### src/rtl/mesm6_gpio_pkg.sv
// Shared constants and types for the MESM-6 bidirectional GPIO port.
// The register map is decoded from gpio_addr[3:0]; the octal map maps onto these codes.
package mesm6_gpio_pkg;

    localparam int DATA_W = 48;

    typedef logic [3:0] reg_sel_t;

    localparam reg_sel_t REG_PORT   = 4'd0;   // 00
    localparam reg_sel_t REG_LAT    = 4'd1;   // 01
    localparam reg_sel_t REG_LATSET = 4'd2;   // 02
    localparam reg_sel_t REG_LATCLR = 4'd3;   // 03
    localparam reg_sel_t REG_LATINV = 4'd4;   // 04
    localparam reg_sel_t REG_TRIS   = 4'd5;   // 05
    localparam reg_sel_t REG_CNRISE = 4'd6;   // 06
    localparam reg_sel_t REG_CNFALL = 4'd7;   // 07
    localparam reg_sel_t REG_CNFLAG = 4'd8;   // 10
    localparam reg_sel_t REG_CNIE   = 4'd9;   // 11

    // Bit mask of implemented pins; bits at and above width are tied off.
    function automatic logic [DATA_W-1:0] pin_mask(input int width);
        logic [DATA_W-1:0] m;
        m = '0;
        for (int i = 0; i < DATA_W; i++) begin
            if (i < width) m[i] = 1'b1;
        end
        return m;
    endfunction

endpackage

### src/rtl/mesm6_sync.sv
// Parametrised N-stage synchroniser with asynchronous active-low reset.
// Output is the input delayed by STAGES clocks.
module mesm6_sync
    import mesm6_gpio_pkg::*;
#(
    parameter int WIDTH  = 1,
    parameter int STAGES = 2
) (
    input  logic             clk,
    input  logic             reset_n,
    input  logic [WIDTH-1:0] d,
    output logic [WIDTH-1:0] q
);

    logic [STAGES-1:0][WIDTH-1:0] chain;

    always_ff @(posedge clk or negedge reset_n) begin
        if (!reset_n) begin
            chain <= '0;
        end else begin
            // NOTE: non-blocking, so each stage takes its predecessor's old value
            // and the chain really is STAGES flops deep.
            chain <= {chain[STAGES-2:0], d};
        end
    end

    assign q = chain[STAGES-1];

endmodule

### src/rtl/mesm6_gpio_port.sv
// Bidirectional GPIO port: direction, output latch with atomic set/clear/invert,
// synchronised inputs and per-pin rising/falling change-notify with an interrupt.
module mesm6_gpio_port
    import mesm6_gpio_pkg::*;
#(
    parameter int                WIDTH       = 48,
    parameter int                SYNC_STAGES = 2,
    parameter logic [DATA_W-1:0] RESET_TRIS  = '1
) (
    input  logic              clk,
    input  logic              reset_n,
    output logic              interrupt,
    input  logic [WIDTH-1:0]  gpio_in,
    output logic [WIDTH-1:0]  gpio_out,
    output logic [WIDTH-1:0]  gpio_oe,
    input  logic [14:0]       gpio_addr,
    input  logic              gpio_read,
    input  logic              gpio_write,
    output logic [DATA_W-1:0] gpio_rdata,
    input  logic [DATA_W-1:0] gpio_wdata,
    output logic              gpio_done
);

    localparam logic [DATA_W-1:0] PIN_MASK = pin_mask(WIDTH);

    logic [DATA_W-1:0] lat;
    logic [DATA_W-1:0] tris;
    logic [DATA_W-1:0] cnrise;
    logic [DATA_W-1:0] cnfall;
    logic [DATA_W-1:0] cnflag;
    logic              cnie;

    logic [WIDTH-1:0]  s_pins;
    logic [DATA_W-1:0] s;
    logic [DATA_W-1:0] prev;
    logic [DATA_W-1:0] rise;
    logic [DATA_W-1:0] fall;
    logic [DATA_W-1:0] w1c;
    logic [DATA_W-1:0] lat_next;
    logic [DATA_W-1:0] rd_mux;

    reg_sel_t sel;
    logic     addr_unused;

    assign sel         = gpio_addr[3:0];
    assign addr_unused = ^gpio_addr[14:4];

    mesm6_sync #(
        .WIDTH  (WIDTH),
        .STAGES (SYNC_STAGES)
    ) u_sync (
        .clk     (clk),
        .reset_n (reset_n),
        .d       (gpio_in),
        .q       (s_pins)
    );

    assign s = DATA_W'(s_pins);

    // Edges are seen regardless of direction, so driven outputs can raise change-notify.
    assign rise = s & ~prev & cnrise;
    assign fall = ~s & prev & cnfall;
    assign w1c  = (gpio_write && sel == REG_CNFLAG) ? gpio_wdata : '0;

    always_comb begin
        // NOTE: default assigned first so every path drives lat_next and no latch is inferred.
        lat_next = lat;
        if (gpio_write) begin
            case (sel)
                REG_PORT,
                REG_LAT:    lat_next = gpio_wdata;
                REG_LATSET: lat_next = lat | gpio_wdata;
                REG_LATCLR: lat_next = lat & ~gpio_wdata;
                REG_LATINV: lat_next = lat ^ gpio_wdata;
                default:    lat_next = lat;
            endcase
        end
    end

    always_comb begin
        rd_mux = '0;
        case (sel)
            REG_PORT:   rd_mux = s;
            REG_LAT,
            REG_LATSET,
            REG_LATCLR,
            REG_LATINV: rd_mux = lat;
            REG_TRIS:   rd_mux = tris;
            REG_CNRISE: rd_mux = cnrise;
            REG_CNFALL: rd_mux = cnfall;
            REG_CNFLAG: rd_mux = cnflag;
            REG_CNIE:   rd_mux = {{(DATA_W-1){1'b0}}, cnie};
            default:    rd_mux = '0;
        endcase
    end

    always_ff @(posedge clk or negedge reset_n) begin
        if (!reset_n) begin
            lat        <= '0;
            tris       <= RESET_TRIS & PIN_MASK;
            cnrise     <= '0;
            cnfall     <= '0;
            cnflag     <= '0;
            cnie       <= 1'b0;
            prev       <= '0;
            interrupt  <= 1'b0;
            gpio_rdata <= '0;
            gpio_done  <= 1'b0;
        end else begin
            lat  <= lat_next & PIN_MASK;
            prev <= s;

            if (gpio_write) begin
                case (sel)
                    REG_TRIS:   tris   <= gpio_wdata & PIN_MASK;
                    REG_CNRISE: cnrise <= gpio_wdata & PIN_MASK;
                    REG_CNFALL: cnfall <= gpio_wdata & PIN_MASK;
                    REG_CNIE:   cnie   <= gpio_wdata[0];
                    default:    ;
                endcase
            end

            // A new edge wins over a simultaneous write-1-to-clear of the same bit.
            cnflag    <= ((cnflag & ~w1c) | rise | fall) & PIN_MASK;
            interrupt <= cnie & (|cnflag);

            gpio_done <= gpio_read | gpio_write;
            if (gpio_read && !gpio_write) begin
                gpio_rdata <= rd_mux;
            end
        end
    end

    assign gpio_out = lat[WIDTH-1:0];
    assign gpio_oe  = ~tris[WIDTH-1:0];

endmodule

### config.mk
export PLATFORM = sky130hd
export DESIGN_NAME = mesm6_gpio_port
export DESIGN_NICKNAME = d
export VERILOG_FILES = /design/src/rtl/mesm6_gpio_pkg.sv /design/src/rtl/mesm6_sync.sv /design/src/rtl/mesm6_gpio_port.sv
export SDC_FILE = /design/constraint.sdc
export NUM_CORES = 1
export LEC_CHECK = 0
export ABC_AREA = 1
export BUFFER_PORTS_ARGS = -buffer_cell sky130_fd_sc_hd__buf_4
export CAP_MARGIN = 20
export CORE_MARGIN = 8
export CORE_UTILIZATION = 50
export DETAILED_ROUTE_END_ITERATION = 10
export PLACE_DENSITY = 0.8
export SLEW_MARGIN = 20
export SYNTH_ARGS = -nofsm -noshare
export SYNTH_HDL_FRONTEND = slang
export SYNTH_HIERARCHICAL = 1
export SYNTH_SLANG_ARGS = --single-unit
### constraint.sdc
create_clock -name clk -period 1.5 [get_ports clk]
set_clock_uncertainty 0.05 [all_clocks]
set_input_delay 0 -clock clk [delete_from_list [all_inputs] [get_ports clk]]
set_output_delay 0 -clock clk [all_outputs]
set_load 0.005 [all_outputs]
==> results.txt <==
Simple-gate share of the synthesized area - 0.2474
Largest area contributor in the netlist - dfrtp_1
Syn Std Cell Area - 20860 sq um
Number of synthesized flops with an enable pin - 0
Worst reg-to-reg setup slack - 0.12 ns
CTS H-tree depth - 2
Yosys reg bits - 435
Clock tree buffer depth - 3
Req. time, crit path - 1.45 ns
Core area - 41570 sq um
Share of the synthesized area in the top cell type - 0.4643
Final Hold Viols - 0
Initial Utilization - 0.5018
Yosys warnings - 6
Power Dens Cells - 1264 nW/um^2
Seq/Total Area, Yosys - 0.5247
Final WL - 68790 um
Final setup TNS - 0 ns
First-pass DRT Iterations - 6
Residual DRC - 0
Mux contribution to synthesized area - 0
Ys flop type - dfrtp_1
Post-Synth Adder-Cell Area - 0.05758
Die H - 220.3 um
Tot GR Track Use - 0.2812
Worst IR Drop VDD - 0.001023 V
First-pass GRT wire length - 106900 um
Main combinational cell family by area after synthesis - simple AND/OR/NAND/NOR gates
Chip width - 220.3 um
Die Area - 48510 sq um
Layout cells sized above 1 - 0.1725
Hold Path Class - input pin to flop
Tcrit/Tclk final - 0.9794
Top cells by count, synth - nand2_1, dfrtp_1, inv_1
Setup CP Type - flop to output port
Top Metal Used - met4
Total CTS buffers - 48
Max-Cap Viols - 0
Compound-Gate Fraction of Synth Area - 0.09027
Row cnt - 75
Sequential cell area - 10950 sq um
Hold Path Cell Cnt - 2
Status - finished, final reports clean
Cell variety after synth - 27
Min cycle time layout - 1.469 ns
Area Overhead vs Synth - 27.38%
Final Util - 0.6392
Post-Syn Nets - 2687
Worst r2r path cells - 6
Most common cell in the synthesized netlist - nand2_1
Unrepaired setup endpoints after global routing - false
Post-Syn Instances - 2476
Via-per-instance ratio - 5.728
TritonCTS Sinks - 435
Post-DP HPWL - 44560 um
Max Fclk - 680.7 MHz
CP Launch Type - flop
Area of the multi-input gates - 8373 sq um
Final setup vio count - 0
LEAKAGE - 0.01312 uW
Routed vias - 19.36k
Synth top area cells - dfrtp_1, nand2_1, dfstp_2
Routability Congestion - 0.8668
Largest net degree at the start of global routing - 71
Headroom to the max-slew limit - 0.7113
Antenna cells - 0
WL met3 - 6788 um
Met2 WL - 32000 um
Grt total ovfl - 0
CP max FO - 3
Avg Inst Size Synth - 8.425 sq um
DRT iter0 DRCs - 1907
Pin slew with the least headroom to its limit - 0.4331 ns
Layout fillers - 3251
Number of global-route vias before repair - 19.37k
Clk slew on worst S/H paths - 0.06 ns
Root Driver - clkbuf_16
Synth async-reset ratio - 1.000
Port-buffer cells - 249
Post-detailed-route count of antenna-violating nets - 0
CTS tree - done
Slew Limit Fails - 0
CP Capture Type - output port
Routed length on met1 - 26410 um
Number of top-level pins - 261
Post-synthesis xor/xnor area fraction - 0
WL per Instance - 20.36 um
NumNets Final - 3011
WP data arrival - 1.42 ns
Initial antenna violation count - 0
Worst-Skew Late Latency - 0.60 ns
## path summary, 6_finish.rpt
| check | startpoint | end |
|---|---|---|
| max | tris[21]$_DFFE_PN1P_ | gpio_oe[21] |
| min | gpio_in[36] | u_sync/chain[36]$_DFF_PN0_ |
| max reg2reg | cnflag[43]$_DFF_PN0_ | interrupt$_DFF_PN0_ |
| min reg2reg | u_sync/chain[45]$_DFF_PN0_ | u_sync/q[45]$_DFF_PN0_ |
| max in group asynchronous | reset_n | tris[4]$_DFFE_PN1P_ |
| min in group asynchronous | reset_n | prev[20]$_DFF_PN0_ |
## where the power goes
| group | internal (uW) | total (uW) | switching [uW] | leakage, uW |
|---|---|---|---|---|
| clock | 7710 | 12600 | 4850 | 0.000836 |
| sequential | 13600 | 15200 | 1550 | 0.00511 |
| combinational | 2690 | 5880 | 3190 | 0.00717 |
## cell usage in the layout, fill, tap and decap left out, types with 2 or more instances in the layout
cell and count:
o21ai_1 20, bufinv_16 5, nor2_1 107, dlygate4sd3_1 115
buf_12 36, nand3b_1 48, dfstp_2 48, clkinv_2 4
nand2_1 834, nand2_2 3, nand3_1 165, inv_1 196
a21oi_1 77, clkbuf_16 49, nand2_4 2, inv_6 2
buf_4 299, o21ai_0 192, nand3_2 2, o221ai_1 44
nor2_4 11, clkbuf_8 17, dfrtp_1 387, o211ai_1 4
o21ai_4 2, nand4_1 50, ha_1 96, nor2_2 4
clkbuf_1 12, inv_2 2
## per-layer routing
layer	GRT usage	up-vias
met5	0	-
met1	0.3579	9315
li1	-	8607
met4	0.1475	0
met3	0.05508	271
met2	0.4528	1163
## registers in the layout, summed over array words and instances (netlist names)
signal / count
cnfall: 48
cnflag: 48
cnrise: 48
gpio_out: 48
gpio_rdata: 48
prev: 48
tris: 48
u_sync/chain: 48
u_sync/q: 48
cnie: 1
gpio_done: 1
interrupt: 1
## through the flow
step           power, uW  hold slack, ns  area [sq um]  instances  setup slack [ns]
2_1_floorplan      17590         -0.3456         20860       2476            0.3428
5_1_grt            35090        0.007850         26570       3379           0.01832
6_report           33600         0.01860         26570       3379           0.03084
4_1_cts            33660       0.0001569         26550       3377           0.01994
3_5_place_dp       20830         -0.1188         23680       3171          -0.03172
3_3_place_gp       20460         -0.1174         23680       3171           0.01601
## repair_timing
item / CTS / global route
endpoints found under the setup margin: 0 / 2
resized for setup: 0 / 3
buffers inserted: 0 / 2
endpoints found under the hold margin: 738 / 0
hold buffers: 116 / 0
## layout make-up
class                      instances  share of cell area
clock buffer                      78             0.05665
clock inverter                    12            0.007346
inverter                         199             0.02811
multi-input combinational       1665              0.3151
sequential                       435              0.4119
tap                              539             0.02538
timing repair buffer             451              0.1555
## kinds of logic (layout without fill, tap and decap cells)
family          count (synthesis)  count (layout)
compound gates                340             340
fa+ha+maj                      96              96
buf+inv                       376             740
simple gates                 1229            1229
flops                         435             435
## worst max-delay path, stage by stage (launching register included)
cell,delay (ns)
dfstp_2,0.54
inv_1,0.12
buf_4,0.17
Note: power is estimated with default switching activity, not from simulation.
